--- src/rtl/apb_spi_cmd_master_pkg.sv ---
// Shared FSM encoding and SPI register map for the APB command master and its users.
package apb_spi_cmd_master_pkg;

    typedef enum logic [1:0] {
        ST_IDLE   = 2'd0,
        ST_SETUP  = 2'd1,
        ST_ACCESS = 2'd2,
        ST_RESP   = 2'd3
    } state_e;

    // SPI block register offsets
    localparam logic [31:0] SPI_CR1     = 32'h0000_0000;
    localparam logic [31:0] SPI_CR2     = 32'h0000_0004;
    localparam logic [31:0] SPI_SR      = 32'h0000_0008;
    localparam logic [31:0] SPI_DR      = 32'h0000_000C;
    localparam logic [31:0] SPI_I2SCFGR = 32'h0000_001C;
    localparam logic [31:0] SPI_I2SPR   = 32'h0000_0020;

    function automatic logic [7:0] sat_inc8(input logic [7:0] v);
        return (v == 8'hFF) ? v : v + 8'd1;
    endfunction

endpackage

--- src/rtl/apb_spi_cmd_master.sv ---
// APB3 requester: one valid/ready command in, one APB SETUP/ACCESS transfer, one response out.
// Latency: accept at edge N, rsp_valid visible after edge N+2+waits (4 cycles min per command).
// Backpressure: single outstanding command; cmd_ready stays low until the response is taken.
module apb_spi_cmd_master
    import apb_spi_cmd_master_pkg::*;
#(
    parameter int ADDR_W  = 32,
    parameter int DATA_W  = 32,
    parameter int TIMEOUT = 16
) (
    input  logic              PCLK,
    input  logic              PRESET,
    input  logic              cmd_valid,
    output logic              cmd_ready,
    input  logic              cmd_write,
    input  logic [ADDR_W-1:0] cmd_addr,
    input  logic [DATA_W-1:0] cmd_wdata,
    output logic              rsp_valid,
    input  logic              rsp_ready,
    output logic [DATA_W-1:0] rsp_rdata,
    output logic              rsp_err,
    output logic              rsp_timeout,
    output logic              busy,
    output logic [7:0]        err_count,
    output logic              PSEL,
    output logic              PENABLE,
    output logic              PWRITE,
    output logic [ADDR_W-1:0] PADDR,
    output logic [DATA_W-1:0] PWDATA,
    input  logic [DATA_W-1:0] PRDATA,
    input  logic              PREADY,
    input  logic              PSLVERR
);

    localparam int CNT_W = (TIMEOUT > 0) ? $clog2(TIMEOUT + 1) : 1;
    localparam logic [CNT_W-1:0] CNT_LAST = CNT_W'((TIMEOUT > 0) ? TIMEOUT - 1 : 0);

    state_e              state_q, state_d;
    logic                cmd_ready_q, cmd_ready_d;
    logic                psel_q, psel_d;
    logic                penable_q, penable_d;
    logic                pwrite_q, pwrite_d;
    logic [ADDR_W-1:0]   paddr_q, paddr_d;
    logic [DATA_W-1:0]   pwdata_q, pwdata_d;
    logic                rsp_valid_q, rsp_valid_d;
    logic [DATA_W-1:0]   rsp_rdata_q, rsp_rdata_d;
    logic                rsp_err_q, rsp_err_d;
    logic                rsp_timeout_q, rsp_timeout_d;
    logic                busy_q, busy_d;
    logic [7:0]          err_count_q, err_count_d;
    logic [CNT_W-1:0]    cnt_q, cnt_d;

    // Outputs are registered, so each _d reflects the state being entered.
    always_comb begin
        state_d       = state_q;
        cmd_ready_d   = 1'b0;
        psel_d        = 1'b0;
        penable_d     = 1'b0;
        pwrite_d      = pwrite_q;
        paddr_d       = paddr_q;
        pwdata_d      = pwdata_q;
        rsp_valid_d   = 1'b0;
        rsp_rdata_d   = rsp_rdata_q;
        rsp_err_d     = rsp_err_q;
        rsp_timeout_d = rsp_timeout_q;
        busy_d        = 1'b1;
        err_count_d   = err_count_q;
        cnt_d         = cnt_q;

        case (state_q)
            ST_IDLE: begin
                busy_d      = 1'b0;
                cmd_ready_d = 1'b1;
                if (cmd_valid && cmd_ready_q) begin
                    pwrite_d    = cmd_write;
                    paddr_d     = cmd_addr;
                    pwdata_d    = cmd_wdata;
                    psel_d      = 1'b1;
                    busy_d      = 1'b1;
                    cmd_ready_d = 1'b0;
                    state_d     = ST_SETUP;
                end
            end
            ST_SETUP: begin
                psel_d    = 1'b1;
                penable_d = 1'b1;
                cnt_d     = '0;
                state_d   = ST_ACCESS;
            end
            ST_ACCESS: begin
                psel_d    = 1'b1;
                penable_d = 1'b1;
                if (PREADY) begin
                    rsp_rdata_d   = pwrite_q ? '0 : PRDATA;
                    rsp_err_d     = PSLVERR;
                    rsp_timeout_d = 1'b0;
                    psel_d        = 1'b0;
                    penable_d     = 1'b0;
                    rsp_valid_d   = 1'b1;
                    state_d       = ST_RESP;
                end else if ((TIMEOUT != 0) && (cnt_q == CNT_LAST)) begin
                    rsp_rdata_d   = '0;
                    rsp_err_d     = 1'b1;
                    rsp_timeout_d = 1'b1;
                    psel_d        = 1'b0;
                    penable_d     = 1'b0;
                    rsp_valid_d   = 1'b1;
                    state_d       = ST_RESP;
                end else begin
                    cnt_d = cnt_q + CNT_W'(1);
                end
            end
            ST_RESP: begin
                rsp_valid_d = 1'b1;
                if (rsp_ready) begin
                    rsp_valid_d = 1'b0;
                    busy_d      = 1'b0;
                    cmd_ready_d = 1'b1;
                    if (rsp_err_q) err_count_d = sat_inc8(err_count_q);
                    state_d     = ST_IDLE;
                end
            end
            default: state_d = ST_IDLE;
        endcase
    end

    always_ff @(posedge PCLK or posedge PRESET) begin
        if (PRESET) begin
            state_q       <= ST_IDLE;
            cmd_ready_q   <= 1'b0;
            psel_q        <= 1'b0;
            penable_q     <= 1'b0;
            pwrite_q      <= 1'b0;
            paddr_q       <= '0;
            pwdata_q      <= '0;
            rsp_valid_q   <= 1'b0;
            rsp_rdata_q   <= '0;
            rsp_err_q     <= 1'b0;
            rsp_timeout_q <= 1'b0;
            busy_q        <= 1'b0;
            err_count_q   <= 8'd0;
            cnt_q         <= '0;
        end else begin
            state_q       <= state_d;
            cmd_ready_q   <= cmd_ready_d;
            psel_q        <= psel_d;
            penable_q     <= penable_d;
            pwrite_q      <= pwrite_d;
            paddr_q       <= paddr_d;
            pwdata_q      <= pwdata_d;
            rsp_valid_q   <= rsp_valid_d;
            rsp_rdata_q   <= rsp_rdata_d;
            rsp_err_q     <= rsp_err_d;
            rsp_timeout_q <= rsp_timeout_d;
            busy_q        <= busy_d;
            err_count_q   <= err_count_d;
            cnt_q         <= cnt_d;
        end
    end

    assign cmd_ready   = cmd_ready_q;
    assign PSEL        = psel_q;
    assign PENABLE     = penable_q;
    assign PWRITE      = pwrite_q;
    assign PADDR       = paddr_q;
    assign PWDATA      = pwdata_q;
    assign rsp_valid   = rsp_valid_q;
    assign rsp_rdata   = rsp_rdata_q;
    assign rsp_err     = rsp_err_q;
    assign rsp_timeout = rsp_timeout_q;
    assign busy        = busy_q;
    assign err_count   = err_count_q;

endmodule

--- config.mk ---
export PLATFORM = sky130hd
export DESIGN_NAME = apb_spi_cmd_master
export DESIGN_NICKNAME = d
export VERILOG_FILES = /design/src/rtl/apb_spi_cmd_master_pkg.sv /design/src/rtl/apb_spi_cmd_master.sv
export SDC_FILE = /design/constraint.sdc
export NUM_CORES = 1
export LEC_CHECK = 0
export ABC_AREA = 1
export ABC_CLOCK_PERIOD_IN_PS = 5300
export CORE_MARGIN = 4
export CORE_UTILIZATION = 42
export CTS_CLUSTER_DIAMETER = 80
export DETAILED_ROUTE_END_ITERATION = 6
export PLACE_DENSITY_LB_ADDON = 0.25
export SLEW_MARGIN = 20
export SYNTH_ARGS = -nofsm -noshare
export SYNTH_HDL_FRONTEND = slang
export SYNTH_SLANG_ARGS = --single-unit
--- constraint.sdc ---
create_clock -name PCLK -period 5.3 [get_ports PCLK]
set_input_delay 1.59 -clock PCLK [delete_from_list [all_inputs] [get_ports PCLK]]
set_output_delay 1.59 -clock PCLK [all_outputs]
set_load 0.1 [all_outputs]
* After elaboration in Yosys (flattened, before gate mapping)
Cells that the tools add are included.
** Storage, ports and cells
- Memory bits (writable) :: 0
- Latch bits :: 0
- Word-level logic and storage cells :: 63
- Register bits :: 119
- Memory bits (read-only) :: 0
- Memories kept :: 0
- Input port bits :: 103
** Operators by class
- $lt $le $gt $ge :: 0
- Bitwise operators :: 1
- Equal/unequal tests :: 10
- $mul :: 0
- Reduce and logical (&&, ||, !) cells :: 9
- $add $sub $neg :: 2
- Shift-type cells :: 0
- Div/mod/pow operators :: 0
- Muxes and demuxes :: 27
** Operators by type and width (number)
- $mux W32 :: 3
- $mux W1 :: 11
- $mux W5 :: 2
- $pmux W5 S2 :: 1
- $add A8 B1 Y8 const B :: 1
- $eq A8 B8 Y1 const B :: 1
- $mux W2 :: 4
- $ne A2 B2 Y1 const B :: 4
- $pmux W1 S2 :: 4
- $pmux W2 S4 :: 1
- $reduce_and A3 Y1 :: 2
- $add A5 B1 Y5 const B :: 1
- $eq A5 B4 Y1 const B :: 1
- $eq A2 B2 Y1 const B :: 2
- $reduce_and A2 Y1 :: 2
- $reduce_and A4 Y1 :: 1
- $reduce_bool A2 Y1 :: 2
- $ne A3 B3 Y1 const B :: 1
- $pmux W1 S3 :: 1
- $eq A2 B1 Y1 const B :: 1
- $logic_not A2 Y1 :: 1
- $logic_and A1 B1 Y1 :: 1
- $not A1 Y1 :: 1

* Longest topological paths before layout
- Depth after elaboration :: 4
- Depth in mapped cells :: 10
- Depth with buffers taken out :: 10

* Least setup slack after synthesis
OpenSTA, ideal clock, no wires.
- Path type :: register to output
- Start point :: reg err_count_q[2] (netlist: err_count[2])
- End point :: out err_count[2]
- Arrival :: 0.983 ns
- Buffers on the path :: 0
- Setup slack :: 2.727 ns
- Cell stages (with the launch flop) :: 1
- Cells stage by stage :: dfrtp_1
** RTL lines
- from (decl) :: line apb_spi_cmd_master.sv:50 : logic [7:0] err_count_q, err_count_d;
- from (signal assigned) :: line apb_spi_cmd_master.sv:156 : err_count_q <= err_count_d;
- to (decl) :: line apb_spi_cmd_master.sv:24 : output logic [7:0] err_count,
No word-level cell between the ends.

* Final worst setup path
- Start point :: reg err_count_q[2] (netlist: err_count[2])
- End point :: out err_count[2]
No word-level cell between the ends.

==> results.toml <==
[clocking]
clockBufferDepth = 2
clkLatencyLatePin_ns = 0.40
cts-resized-gates = 0
postCtsSetupBuffers = 0
cts_tree = "yes"
clkTransAtPathRegs_ns = 0.05
cts-htree-levels = 4
clockRootBuffer = "clkbuf_16"
clkSinkCount = 119
cts-buffers-inserted = 17
ctsHoldBuffers = 0

[timing]
tightest_slew_ns = 1.02
max_freq_mhz = 275
finalHoldViolCount = 0
rsz0062_at_grt = "false"
setup_violations = 0
slew_headroom_pct = 31.9
maxSlewViolCount = 0
final.period_utilization_pct = 68.5
fin_skew_ns = 0.00544
fin_tns_setup_ns = 0
period_needed_ns = 3.63

[run_status]
outcome = "complete, no violations"

[critical_path]
rr_endpoint = "rsp_rdata[30]"
ff2ff_path_depth = 7
path_cells = "clkdlybuf4s50_1"
critPathLaunch = "err_count[2]"
r2r_start = "cnt_q[0]"
path_max_fanout = 7
critPathCapture = "err_count[2]"
path_buf_inv = 1
timing_worst_setup_path_type = "flip-flop to output port"
cp.depth = 1
crit_path_start_kind = "flip-flop"
crit_slowest_cell = "clkdlybuf4s50_1"
max_stage_delay_ns = 1.18
r2r_slack_ns = 3.07
critPathArrivalTime_ns = 2.04
cpLargestDelayFamily = "buffers and inverters"
crit_required_ns = 3.71
crit_path_end_kind = "output port"

[worst_hold_path]
hp-class = "flip-flop to flip-flop"

[yosys]
yosysWarningCount = 0
syn_avg_cell_area_sq_um = 8.81
synth_nets = 667
yosys.area.top_type_share_pct = 60.8
yosysTopAreaCell = "dfrtp_1"
ys_ff_latch = 119
synth_area_leaders = "dfrtp_1 (61%), nand2_1 (23%), o21ai_1 (2.7%), ha_1 (2.0%), inv_1 (1.5%)"
syn_inst = 556
seq_area_frac_synth_pct = 60.8
syn_area_sq_mm = 0.00490
synth.distinct_cells = 27

[detailed_routing]
first_pass_iters = 5
drtIter0Drc = 311
avgViaCountPerCell = 4.74
wl_per_cell_um = 14.5
drtAntennaViolNets = 0
routed_wl_um = 13400
num_vias = 4372
drc = 0

[global_route]
grt_pass1_vias = 4534
overflow = 0
grt_max_degree = 68
grtUsageTotal_pct = 20.8
grt_first_pass_wirelength_um = 22000
antenna_found_initial = 0

[flow_run]
max-cap-violations = 0

[cells_and_area]
syn2layout_area_growth_pct = 55.6
nets = 879
drive_above_1_share_pct = 6.15
antenna_cells = 0

[floorplan]
die-area_sq_mm = 0.0135
core_area_sq_mm = 0.0114
die_w_um = 116
pin_count = 215
die_h_um = 116
row_count = 39
initial_core_util_pct = 42.9

[place]
dp_hpwl_um = 9560
gp_congestion = 0.778
port_buffers = 214
## layer usage
metal | global-route usage, % | up-vias | part of all wire [%]
met1 | 24.5 | 2048 | 39
li1 | - | 2138 | -
met2 | 34.5 | 175 | 49
met3 | 9.50 | 11 | 11
met4 | 5.88 | 0 | 0.84
met5 | 0 | - | 0
## sequential cells by signal, indices dropped and copies added (netlist names), 2 cells and up
signal / cells
rsp_rdata: 32
PWDATA: 32
state_q: 2
cnt_q: 5
err_count: 8
PADDR: 32
## cell type report
| cell class | instances | area, sq um |
|---|---|---|
| Timing Repair Buffer | 218 | 2170 |
| Tap cell | 143 | 179 |
| Inverter | 22 | 85.1 |
| Clock buffer | 27 | 493 |
| Multi-Input combinational cell | 390 | 1700 |
| Sequential cell | 119 | 2980 |
| Clock inverter | 4 | 20.0 |
| Fill cell | 938 | 3790 |
## worst min-delay path, stage by stage, from the launching register on
cell     delay (ns)
dfrtp_1        0.34
nand2_1        0.05
nand2_1        0.05
## synth_stat cells, drive strengths merged
cell type and number:
nand4 2, a21oi 4, inv 22, clkbuf 5, dfrtp 119, ha 8
xnor2 1, xor2 1, nand3 12, nor3 1, nand2 302, nor2 14
o21ai 43, buf 20, a31o 1, or2 1
## cell families after synthesis
logic type      Yosys count  share of synthesized area (%)
xor+xnor                  2                          0.358
flops                   119                           60.8
compound gates           48                           5.59
simple gates            332                           26.5
buf+inv                  47                           4.70
fa+ha+maj                 8                           2.04
## cell usage in the layout (no fill, tap or decap)
cell type and count:
nand2_1 300, clkdlybuf4s50_1 214, dfrtp_1 119, o21ai_1 26
inv_1 18, clkbuf_16 17, nor2_1 12, nand3_1 10
o21ai_0 9, ha_1 8, o21ai_2 7, clkbuf_1 7
a21oi_1 4, clkinv_2 4, buf_4 4, inv_2 3
clkbuf_8 3, nand3_2 2, nand4_1 2, or2_2 1
nor2_2 1, nand2_2 1, nand2_4 1, xnor2_1 1
xor2_1 1, o21ai_4 1, nor2_4 1, a31o_2 1
inv_4 1, nor3_1 1
## worst min-delay path by stage
stage / from / endpoint / slack, ns / cells past startpoint
after floorplan: cnt_q[4] / cnt_q[4] / 0.48 / 2
after global placement: PADDR[31] / PADDR[31] / 0.46 / 2
after detailed placement: PADDR[27] / PADDR[27] / 0.46 / 2
after CTS: PADDR[16] / PADDR[16] / 0.48 / 2
after global routing: PADDR[4] / PADDR[4] / 0.50 / 2
final: PADDR[31] / PADDR[31] / 0.47 / 2
## per-stage QoR
step	hold slack, ns	setup WS, ns	utilization, %	area [sq um]	instances
final	0.474	1.67	66.8	7630	923
after global routing	0.502	1.59	66.8	7630	923
after CTS	0.479	1.64	66.8	7630	923
after detailed placement	0.464	1.86	62.3	7110	892
after global placement	0.460	1.99	62.3	7110	892
after floorplan	0.480	0.553	-	4900	556
Power is left out: the tool's default activity adds up to more than one toggle a clock period on the data nets, which glitch-free logic cannot reach.
